`src/rtl/stage4_lane_arbiter.sv`:
```
// rtl/stage4_lane_arbiter.sv - round-robin arbiter sharing the stage-4 message path among three lanes
module stage4_lane_arbiter #(
  parameter int MSG_BITS = 64,
  parameter int NT_W     = 3,
  parameter int MC_W     = 4
) (
  input  logic                  clk,
  input  logic                  rst,
  input  logic [2:0]            in_valid,
  output logic [2:0]            in_ready,
  input  logic [2:0]            in_last,
  input  logic [3*MSG_BITS-1:0] message_in,
  input  logic [3*NT_W-1:0]     N_type_control_in,
  input  logic [3*MC_W-1:0]     message_mux_control_in,
  output logic                  out_valid,
  input  logic                  out_ready,
  output logic [MSG_BITS-1:0]   out_message,
  output logic [NT_W-1:0]       out_N_type_control,
  output logic [MC_W-1:0]       out_message_mux_control,
  output logic [1:0]            out_lane,
  output logic                  out_last
);

  typedef enum logic {ARB, LOCK} state_t;

  state_t              state;
  logic [1:0]          lock_lane;
  logic [1:0]          rr_ptr;
  logic [2:0]          hold_valid;
  logic [2:0]          hold_last;
  logic [MSG_BITS-1:0] hold_data [3];
  logic [NT_W-1:0]     hold_nt   [3];
  logic [MC_W-1:0]     hold_mc   [3];

  logic       slot_free;
  logic [2:0] accept;
  logic       grant_valid;
  logic [1:0] grant;
  logic [1:0] cand;

  function automatic logic [1:0] lane_inc(input logic [1:0] l);
    return (l == 2'd2) ? 2'd0 : l + 2'd1;
  endfunction

  // in_ready depends only on registered state so producers see no combinational path
  assign in_ready  = ~hold_valid & {3{~rst}};
  assign slot_free = ~out_valid | out_ready;
  assign accept    = in_valid & in_ready;

  always_comb begin
    grant_valid = 1'b0;
    grant       = 2'd0;
    cand        = rr_ptr;
    if (state == LOCK) begin
      grant       = lock_lane;
      grant_valid = hold_valid[lock_lane];
    end else begin
      for (int i = 0; i < 3; i++) begin
        if (!grant_valid && hold_valid[cand]) begin
          grant_valid = 1'b1;
          grant       = cand;
        end
        cand = lane_inc(cand);
      end
    end
  end

  always_ff @(posedge clk) begin
    if (rst) begin
      state                   <= ARB;
      lock_lane               <= 2'd0;
      rr_ptr                  <= 2'd0;
      hold_valid              <= 3'b000;
      hold_last               <= 3'b000;
      out_valid               <= 1'b0;
      out_message             <= '0;
      out_N_type_control      <= '0;
      out_message_mux_control <= '0;
      out_lane                <= 2'd0;
      out_last                <= 1'b0;
      for (int k = 0; k < 3; k++) begin
        hold_data[k] <= '0;
        hold_nt[k]   <= '0;
        hold_mc[k]   <= '0;
      end
    end else begin
      for (int k = 0; k < 3; k++) begin
        if (accept[k]) begin
          hold_valid[k] <= 1'b1;
          hold_last[k]  <= in_last[k];
          hold_data[k]  <= message_in[k*MSG_BITS +: MSG_BITS];
          hold_nt[k]    <= N_type_control_in[k*NT_W +: NT_W];
          hold_mc[k]    <= message_mux_control_in[k*MC_W +: MC_W];
        end
      end
      if (slot_free) begin
        if (grant_valid) begin
          out_valid               <= 1'b1;
          out_message             <= hold_data[grant];
          out_N_type_control      <= hold_nt[grant];
          out_message_mux_control <= hold_mc[grant];
          out_lane                <= grant;
          out_last                <= hold_last[grant];
          hold_valid[grant]       <= 1'b0;
          // rr_ptr only advances on arbitrated grants, not while a message holds the lock
          if (state == ARB)
            rr_ptr <= lane_inc(grant);
          if (hold_last[grant]) begin
            state <= ARB;
          end else begin
            state     <= LOCK;
            lock_lane <= grant;
          end
        end else begin
          out_valid <= 1'b0;
        end
      end
    end
  end

endmodule

```
`config.mk`:
```
export PLATFORM = sky130hd
export DESIGN_NAME = stage4_lane_arbiter
export DESIGN_NICKNAME = d
export VERILOG_FILES = /design/src/rtl/stage4_lane_arbiter.sv
export SDC_FILE = /design/constraint.sdc
export NUM_CORES = 1
export LEC_CHECK = 0
export CAP_MARGIN = 20
export CORE_MARGIN = 2
export CORE_UTILIZATION = 54
export CTS_CLUSTER_SIZE = 10
export DETAILED_ROUTE_END_ITERATION = 6
export GPL_TIMING_DRIVEN = 0
export PLACE_DENSITY = 0.86
export SETUP_SLACK_MARGIN = 0.2
export SLEW_MARGIN = 20
export SYNTH_ARGS = -nofsm -noshare
export SYNTH_HDL_FRONTEND = slang
export SYNTH_SLANG_ARGS = --single-unit
```
`constraint.sdc`:
```
create_clock -name clk -period 4.7 [get_ports clk]
set_clock_uncertainty 0.1 [all_clocks]
set_input_delay 0.47 -clock clk [delete_from_list [all_inputs] [get_ports clk]]
set_output_delay 0.47 -clock clk [all_outputs]
set_load 0.005 [all_outputs]
```
# Word-level counts from Yosys, hierarchy flattened
# Memories as Yosys holds them, arrays and structs flattened. A register that Yosys moved wholly into a read port is not among the register bits.
# Index checks and enable logic that the tools add are counted.
totals:
  ff_bits: 15
  n_memories: 3
  out_inout_bits: 78
  in_bits: 222
  wordCells: 107
  rom_bits: 0
  ram_bits: 213
  latchBits: 0
classes:
  reduce_logical: 8
  n_eq_ne: 3
  shift: 0
  n_mux: 55
  mul: 0
  bitwise: 19
  add_sub_neg: 3
  n_lt_le_gt_ge: 6
  div: 0
memory_table:
  columns: ["name", "words", "width", "rd", "rd_ports_with_merged_regs", "write_ports", "line_no", "text"]
  rows:
  - ["hold_data", 3, 64, 1, 1, 3, "31", "logic [MSG_BITS-1:0] hold_data [3];"]
  - ["hold_mc", 3, 4, 1, 1, 3, "33", "logic [MC_W-1:0] hold_mc [3];"]
  - ["hold_nt", 3, 3, 1, 1, 3, "32", "logic [NT_W-1:0] hold_nt [3];"]
ops:
  columns: ["operator", "count"]
  rows:
  - ["two-way mux 64 bit", 3]
  - ["two-way mux 1 bit", 31]
  - ["< comparator 2 x 3 -> 1 bit, second input constant", 5]
  - ["two-way mux 3 bit", 5]
  - ["two-way mux 2 bit", 7]
  - ["two-way mux 4 bit", 3]
  - ["binary-select mux 1 bit (select 2 bit)", 5]
  - ["bitwise OR 1 bit", 10]
  - ["AND 3 bit", 3]
  - ["adder 2 x 1 -> 2 bit, second input constant", 3]
  - ["== test 2 bit, second input constant", 3]
  - ["NOT 3 bit", 2]
  - ["AND reduction 3 bit", 2]
  - ["NOT 1 bit", 4]
  - ["logical AND 1 bit", 3]
  - ["demux 1 bit (select 2 bit)", 1]
  - [">= comparator 2 x 1 -> 1 bit, second input constant", 1]
  - ["logical NOT 1 bit", 2]
  - ["AND reduction 2 bit", 1]

# Depth between registers and ports, before layout
# Gate-level depths: netlist of run 1.
depth:
  ltp_word: 20
  ltp_mapped: 7
  depth_no_buf: 5

# Worst setup path after synthesis of run 1
# No wires, ideal clock.
synth_timing:
  path_type: "input to register"
  from: "input port rst"
  to: "memory hold_data[0][0] (enable)"
  arrival_time_ps: 2499
  path_slack_ps: 1661
  setup_ps: 441
  required_time_ps: 4159
  path_stages: 2
  n_path_buf: 1
  path_cell_list: "clkbuf_1 nand2b_1"
synth_lines:
  columns: ["item", "line_no", "text"]
  rows:
  - ["start: declaration", "8", "input logic rst,"]
  - ["end: declaration", "31", null]

# Final worst setup path of run 1
layout_timing:
  from: "register hold_valid[0]"
  to: "register out_message[48], read port of hold_data"
layout_via:
  elab_chain_cells: 13
  word_cells_on_any_way: 23
  classes_between: "18 x mux; 5 x reduce/logical"
layout_rtl:
  columns: ["item", "line_no", "text"]
  rows:
  - ["start: declaration", "29", "logic [2:0] hold_valid;"]
  - ["start signal: assignment", "73", "hold_valid <= 3'b000;"]
  - ["start signal: indexed assignment", "89", "hold_valid[k] <= 1'b1;"]
  - ["start signal: indexed assignment", "104", "hold_valid[grant] <= 1'b0;"]
  - ["binary-select mux 1 bit (select 2 bit)", "59", "if (!grant_valid && hold_valid[cand]) begin"]
  - ["two-way mux 1 bit (implied by the code)", "59", null]
  - ["two-way mux 1 bit", "59", null]
  - ["two-way mux 1 bit", "54", "if (state == LOCK) begin"]
  - ["logical NOT 1 bit", "59", null]
  - ["logical AND 1 bit", "59", null]
  - ["two-way mux 1 bit", "59", null]
  - ["two-way mux 1 bit", "54", null]
  - ["logical NOT 1 bit", "59", null]
  - ["logical AND 1 bit", "59", null]
  - ["two-way mux 1 bit", "59", null]
  - ["two-way mux 1 bit", "54", null]
  - ["AND reduction 2 bit (no source line)", null, null]
  - ["end: declaration", "17", "output logic [MSG_BITS-1:0] out_message,"]
# Several ways; a longest one is shown, not always the timed one. The select of a mux whose other input is x is not followed.
# A chain may end at the register's enable or synchronous reset.

==> flow_summary.toml, run 1 <==
[critical_path]
crit_path_end_kind = "flip-flop"
critPathLaunchType = "flip-flop"
cpPeakStageDelay_ps = 1050
cp_cell_sequence = "nor2b_1, o211ai_2, a21oi_1, clkbuf_1, nand2_1, a311oi_1"
crit_path_max_fanout = 10
slowest_stage = "a21oi_1"
r2r_slack_ps = 1250
crit_type = "reg -> reg"
worstPathRequired_ps = 5000
path_buf_inv = 1
worstPathArrival_ps = 3750
critical-path-top-delay-family = "compound AO/OA/AOI/OAI gates"

[logic_synthesis]
synth.avg_cell_area_um2 = 11.74
synth_area_um2 = 12770
ys_ff_latch = 299
async_reset_ff_frac = 0
synth.top_cell.area_share = 0.5009
synth_cells = 1088
synth_edf_count = 213
synth_area_leader_cell = "edfxtp_1"
ys_seq_area_frac = 0.6357
ys.flop_type = "edfxtp_1"
ys.warnings.count = 0
synthDistinctLibCells = 41
synth_area_leaders = "edfxtp_1 (50%), dfxtp_1 (13%), and2_1 (11%), nand2_1 (3.4%), clkbuf_1 (2.7%)"
syn_nets = 1310

[die]
initial_utilization = 0.5473
dieArea_um2 = 24890
fp.dieH_um = 157.8
dieWidth_um = 157.8
core_area_um2 = 23330
boundaryPins = 300
num_rows = 56

[finish]
final_nets = 1650
fillers = 1525
area_delta_synth_final_pct = 35.38
final_common_cell = "clkdlybuf4s50_1"
finalInstanceArea_um2 = 17290
final_cell_mix = "clkdlybuf4s50_1 (299), and2_1 (215), edfxtp_1 (213)"
drive_gt1_frac = 0.03790

[timing]
tightest_slew_ps = 1177
timing.slew.headroom = 0.2155
final_max_slew_viol_count = 0
min_period_ps = 3447
holdWs_ps = 350.7
post-route-period-util = 0.7334
setup_viol = 0
fmax_mhz = 290.1
rsz0062_at_grt = "false"
hold_viol = 0

[global_routing]
top_usage_layer = "met2"
antenna_found_initial = 4
grt_util_met3 = 0.08158
use_met2 = 0.5466
grt_use_total = 0.3159
first_global_vias = 10730
grt_max_degree = 48
grt_overflow_total = 0
use_met1 = 0.3792
grt_pass1_wl_um = 58430

[route]
wire_per_inst_um = 22.46
drc_errors = 0
first_pass_iters = 5
routed_wl_um = 39810
via_per_inst = 5.874
vias = 10410
ant_nets = 0
drtIter0Drc = 998

[power_and_ir_drop]
irDropWorstVdd_mv = 0.3560
p_per_area_nw_per_um2 = 535.5
clockPowerShare = 0.268
p_total_mw = 9.258
seq_power_share = 0.399
sw_frac_of_total = 0.3334
switching_power_mw = 3.087
p_comb_frac = 0.333
intPower_mw = 6.171
p_leak_nw = 6.340

[cts]
cts_hold_buf = 0
clock_insertion_delay_worst_skew_ps = 520
htree_levels = 2
cts_sinks = 299
cts-buffers-inserted = 36
clock_path_buffers = 3
cts_setup_buffers = 0
clkTransAtPathRegs_ps = 50
cts_resized = 0
cts_root_buf = "clkbuf_16"
tritoncts = "done"

[job]
maxCapViolCount = 0

[placement]
port_buffers = 299
dp.final_hpwl_um = 27380
gp_congestion = 0.9030
placed_cell_area_um2 = 16250

[outcome]
status = "finished clean"

[hold_path]
hold_path_class = "reg -> reg"
[registers in the layout, indices dropped and copies added, names as in the netlist]
register                 count
hold_mc                     12
out_message                 64
out_valid                    1
hold_valid                   3
out_lane                     2
hold_nt                      9
lock_lane                    2
out_last                     1
out_N_type_control           3
rr_ptr                       2
out_message_mux_control      4
state                        1
hold_data                  192
hold_last                    3
[metal layers]
metal,vias up,wire length (um)
met5,-,16
met1,5005,14630
li1,4682,-
met2,615,19510
met3,105,4170
met4,2,1478
[cell usage after synthesis, drive strengths merged (4+ instances only)]
| master | n |
|---|---|
| clkbuf | 92 |
| nand2b | 9 |
| a22oi | 33 |
| edfxtp | 213 |
| nand2 | 116 |
| o221ai | 38 |
| a211oi | 4 |
| a21oi | 42 |
| a311oi | 33 |
| o211ai | 39 |
| and3 | 38 |
| and2 | 215 |
| mux2i | 6 |
| buf | 6 |
| dfxtp | 86 |
| nand4b | 38 |
| nor2 | 52 |
[power by group through the flow]
stage / Sequential [mW] / Clock [mW] / Combinational, mW
after CTS: 3.68 / 2.49 / 3.04
after global routing: 3.74 / 2.60 / 3.30
after global placement: 3.73 / 0 / 2.89
after detailed placement: 3.73 / 0 / 3.01
after floorplan: 3.70 / 0 / 1.53
final: 3.70 / 2.48 / 3.08
[cell type report]
class,count,area (um2),area share
antenna,2,5.005,0.0002895
tap,319,399.1,0.02309
timing repair buffer,302,3060,0.1770
multi-input combinational,690,4292,0.2482
clock buffer,57,1001,0.05790
inverter,1,3.754,0.0002171
buffer,98,379.1,0.02193
clock inverter,4,30.03,0.001737
sequential,299,8118,0.4696
[worst reg2reg max path, stage by stage, from the launching register on]
cell and delay [ps]:
dfxtp_1 470, nor2b_1 250, o211ai_2 380, a21oi_1 1060, clkbuf_1 660, nand2_1 120
a311oi_1 300
[stage by stage]
stage | setup TNS [ps] | util | worst slack [ps] | std cells
after global placement | -45320 | 0.6927 | -417.0 | 1706
after global routing | 0 | 0.7409 | 1113 | 1772
after floorplan | 0 | - | 1661 | 1088
after detailed placement | 0 | 0.6965 | 1258 | 1709
after CTS | 0 | 0.7407 | 1358 | 1770
final | 0 | 0.7409 | 1253 | 1772
[final timing paths]
kind	start	to	cells after the start
max	hold_valid[0]	out_message[48]	6
min	out_message[42]	out_message[42]	2
max reg2reg	hold_valid[0]	out_message[48]	6
min reg2reg	out_message[42]	out_message[42]	2
[cell families after synthesis]
logic type | after synthesis | share of synthesized area
and+or+nand+nor | 481 | 0.2109
DFF | 299 | 0.6357
AOI/OAI and AO/OA | 201 | 0.1167
buffers and inverters | 99 | 0.02998
muxes | 8 | 0.006761
Note: power is estimated with default switching activity, not from simulation.
==> run 2, diff against run 1 <==
CORE_UTILIZATION = 50   (was 54)
PLACE_DENSITY = 0.8   (was 0.86)
clock period = 3.25 ns   (was 4.7 ns; I/O delays follow)
==> run 2 against run 1 <==
  * Cell area up 0.38%
  * Largest cell class unchanged
  * Critical endpoint is now in_ready[1]
  * Via count is 1.8% lower
  * Total power increased by 44%
  * Clock-buffer cell count up 3
  * Core utilization is 5.0 points lower
  * Critical path type is now in -> out
==> flow_summary.toml, run 2 (same netlist as run 1, synthesis figures left out) <==
[die]
dieArea_um2 = 26830
boundaryPins = 300
core_area_um2 = 25110
dieWidth_um = 163.8
fp.dieH_um = 163.8
initial_utilization = 0.5086
num_rows = 58

[finish]
area_delta_synth_final_pct = 35.89
finalInstanceArea_um2 = 17350
final_nets = 1650
fillers = 1849
reg_top3 = "hold_data: 192 flops, out_message: 64 flops, hold_mc: 12 flops"
final_cell_mix = "clkdlybuf4s50_1 (299), and2_1 (215), edfxtp_1 (213)"
final_util = 0.6911
largest_reg_flops = 192
largest_register = "hold_data"
drive_gt1_frac = 0.04270
final_common_cell = "clkdlybuf4s50_1"

[critical_path]
cp_cell_sequence = "clkdlybuf4s50_1, clkbuf_1, clkbuf_1, nor2_1, clkdlybuf4s50_1"
cpPeakStageDelay_ps = 520
worstPathArrival_ps = 2420
worstPathRequired_ps = 2820
slowest_stage = "clkdlybuf4s50_1"
crit_path_end_kind = "output pin"
crit_path_max_fanout = 10
crit_type = "in -> out"
critPathLaunchType = "input pin"
critical-path-top-delay-family = "buffers and inverters"
path_buf_inv = 4

[cts]
clock_insertion_delay_worst_skew_ps = 520
cts_resized = 1
clkTransAtPathRegs_ps = 60
clock_path_buffers = 3
cts_setup_buffers = 0
cts_root_buf = "clkbuf_16"
cts_sinks = 299
tritoncts = "done"
cts_hold_buf = 0
cts-buffers-inserted = 36
htree_levels = 2

[timing]
finalWorstSetupSlack_ps = 401.8
timing.slew.headroom = 0.4301
hold_viol = 0
setup_viol = 0
min_period_ps = 2848
tightest_slew_ps = 852.3
fmax_mhz = 351.1
holdWs_ps = 314.2
final_max_slew_viol_count = 0
rsz0062_at_grt = "false"
post-route-period-util = 0.8764

[placement]
dp.final_hpwl_um = 27000
port_buffers = 299
placed_cell_area_um2 = 16270
dp_slack_ps = -95.98
gp_congestion = 0.8712

[route]
first_pass_iters = 6
vias = 10230
routed_wl_um = 38900
drtIter0Drc = 995
ant_nets = 0
via_per_inst = 5.728
wire_per_inst_um = 21.79
drc_errors = 0

[global_routing]
antenna_found_initial = 1
grt_overflow_total = 0
grt_max_degree = 51
grt_pass1_wl_um = 58490
first_global_vias = 10410
grt_use_total = 0.2910

[outcome]
status = "finished clean"

[power_and_ir_drop]
p_per_area_nw_per_um2 = 770.6
irDropWorstVdd_mv = 0.3967
p_leak_nw = 6.371

[job]
maxCapViolCount = 0

[hold_path]
hold_path_class = "in -> reg"
run 2: worst paths after layout:
check | start | endpoint | slack (ps) | depth (start not counted)
max | rst | in_ready[1] | 400 | 5
min | in_last[2] | hold_last[2] | 310 | 3
max reg2reg | state | out_message[48] | 430 | 7
min reg2reg | out_message[0] | out_message[0] | 350 | 2
run 2: per-stage QoR:
step           TNS [ps]  std cells  power (mW)
3_3_place_gp    -321930       1717       9.595
6_report              0       1785       13.37
3_5_place_dp      -1822       1720       9.731
4_1_cts               0       1782       13.36
5_1_grt               0       1782       13.99
2_1_floorplan         0       1088       7.557
run 2: layout make-up:
cell class | instances | area [um2] | area share
multi-input combinational | 690 | 4303 | 0.2480
antenna | 3 | 7.507 | 0.0004326
clock buffer | 60 | 1031 | 0.05941
timing repair buffer | 302 | 3068 | 0.1768
inverter | 1 | 3.754 | 0.0002163
sequential | 299 | 8118 | 0.4678
buffer | 98 | 384.1 | 0.02214
clock inverter | 2 | 25.02 | 0.001442
tap | 330 | 412.9 | 0.02379
run 2: metal layers:
metal  track usage  vias up  share of wire
met5             0        -              0
met4       0.09569        0          0.028
met3       0.07298       81           0.10
met2        0.4906      549           0.49
met1        0.3682     4918           0.38
li1              -     4677              -
run 2: worst reg2reg max path: stages (launching register included):
cell      delay [ps]
dfxtp_1          470
nand2_1          210
o21ai_1          310
and2_1           190
clkbuf_1         370
clkbuf_1         600
a22oi_1          190
a311oi_1         290
run 2: where the power goes:
group	internal (mW)	total, mW	switching, mW
Clock	2.15	3.64	1.48
Sequential	4.95	5.32	0.373
Combinational	1.88	4.41	2.53
==> run 3, diff against run 2 <==
CORE_MARGIN = 4   (was 2)
CORE_UTILIZATION = 42   (was 50)
PLACE_DENSITY = 0.69   (was 0.8)
==> run 3 against run 2 <==
  * Core utilization down 11 points
  * Clock-buffer cell count is 4 lower
  * Clock power down 1%
  * Total power shrank 0.14%
  * Non-clock buffer count unchanged
  * Critical path type is now reg -> reg
  * Critical endpoint is now out_message[49]
  * Largest power group unchanged
==> flow_summary.toml, run 3 (same netlist as run 1, synthesis figures left out) <==
[outcome]
status = "finished clean"

[die]
core_area_um2 = 29800
boundaryPins = 300
fp.dieH_um = 182.4
dieArea_um2 = 33260
dieWidth_um = 182.4
num_rows = 63
initial_utilization = 0.4286

[finish]
area_delta_synth_final_pct = 36.16
final_nets = 1650
drive_gt1_frac = 0.04210
final_common_cell = "clkdlybuf4s50_1"
largest_register = "hold_data"
largest_reg_flops = 192
finalInstanceArea_um2 = 17390
final_cell_mix = "clkdlybuf4s50_1 (299), and2_1 (215), edfxtp_1 (213)"
final_cells = 1841
reg_top3 = "hold_data: 192 flops, out_message: 64 flops, hold_mc: 12 flops"

[critical_path]
path_buf_inv = 2
critical-path-top-delay-family = "buffers and inverters"
cp_cell_sequence = "nand2b_1, o21ai_1, and2_1, clkbuf_1, clkbuf_1, a22oi_1, a311oi_1"
crit_path_max_fanout = 10
critPathLaunchType = "flip-flop"
crit_path_end_kind = "flip-flop"
worstPathRequired_ps = 3550
crit_type = "reg -> reg"
slowest_stage = "clkbuf_1"
cp-startpoint = "hold_valid[1]"
worstPathArrival_ps = 3190
cp_common_cell = "clkbuf_1"
cpPeakStageDelay_ps = 580
r2r_start = "hold_valid[1]"

[global_routing]
grt_overflow_total = 0
grt_use_total = 0.2384
antenna_found_initial = 2
first_global_vias = 10190
grt_pass1_wl_um = 60580
grt_max_degree = 46

[route]
drtIter0Drc = 707
ant_nets = 0
routed_wl_um = 41040
via_per_inst = 5.455
vias = 10040
drc_errors = 0
wire_per_inst_um = 22.29
first_pass_iters = 6

[hold_path]
hold_path_class = "in -> reg"
min_from = "in_last[0]"

[cts]
tritoncts = "done"
cts_root_buf = "clkbuf_16"
clock_insertion_delay_worst_skew_ps = 510
cts-buffers-inserted = 36
cts_sinks = 299
clock_path_buffers = 3
htree_levels = 2
cts_setup_buffers = 0
clkTransAtPathRegs_ps = 60

[placement]
port_buffers = 299
placedCellCount = 1780
placed_cell_area_um2 = 16350
gp_congestion = 0.8533
dp.final_hpwl_um = 28690

[timing]
hold_viol = 0
final_max_slew_viol_count = 0
timing.slew.headroom = 0.3631
rsz0062_at_grt = "false"
min_period_ps = 2897
fmax_mhz = 345.2
tightest_slew_ps = 952.5
post-route-period-util = 0.8914
setup_viol = 0

[power_and_ir_drop]
p_total_mw = 13.35
irDropWorstVdd_mv = 0.3114
p_leak_nw = 6.354
p_per_area_nw_per_um2 = 768.0

[job]
maxCapViolCount = 0
-- run 3: power by group --
part	internal [mW]	leakage (nW)	total [mW]	switching, mW
clock network	2.09	0.488	3.59	1.49
registers	4.95	2.99	5.32	0.374
logic	1.88	2.87	4.45	2.57
-- run 3: worst paths after layout --
check	cells past startpoint	to	slack (ps)
setup / recovery	7	out_message[49]	350
hold / removal	3	hold_last[0]	340
setup reg to reg	7	out_message[49]	350
hold reg to reg	2	out_message_mux_control[0]	350
-- run 3: final cells by class --
cell class | count | area [um2]
fillers | 2495 | 12410
flip-flops and latches | 299 | 8118
multi-input cells | 690 | 4309
repair buffers | 302 | 3068
clock buffers | 56 | 997.2
well taps | 390 | 488.0
plain buffers | 98 | 385.4
clock inverters | 3 | 13.76
diodes | 2 | 5.005
inverters | 1 | 3.754
-- run 3: tightest hold or removal path, delay by kind of cell --
kind | cells | cell delay (ps)
and+or+nand+nor | 1 | 50
buffers and inverters | 1 | 400
muxes | 1 | 120
-- run 3: metal layers --
metal,global-route usage,up-vias,part of all wire,wire length (um)
met5,0,-,0.00017,7
met1,0.3075,4892,0.41,16850
met2,0.4005,411,0.48,19730
met3,0.06358,61,0.086,3521
li1,-,4676,-,-
met4,0.06304,2,0.023,938
-- run 3: through the flow --
| step | setup WS, ps | TNS, ps | utilization | hold slack [ps] |
|---|---|---|---|---|
| 2_1_floorplan | 355.6 | 0 | - | 352.7 |
| 3_3_place_gp | -1808 | -355640 | 0.5454 | 341.3 |
| 3_5_place_dp | -227.5 | -18840 | 0.5488 | 346.9 |
| 4_1_cts | 291.3 | 0 | 0.5833 | 327.8 |
| 5_1_grt | 226.9 | 0 | 0.5835 | 338.8 |
| 6_report | 353.1 | 0 | 0.5836 | 343.4 |
-- run 3: timing repair --
item	CTS	global route
resized for setup	4	6
hold buffers	0	0
setup endpoints to repair	64	12
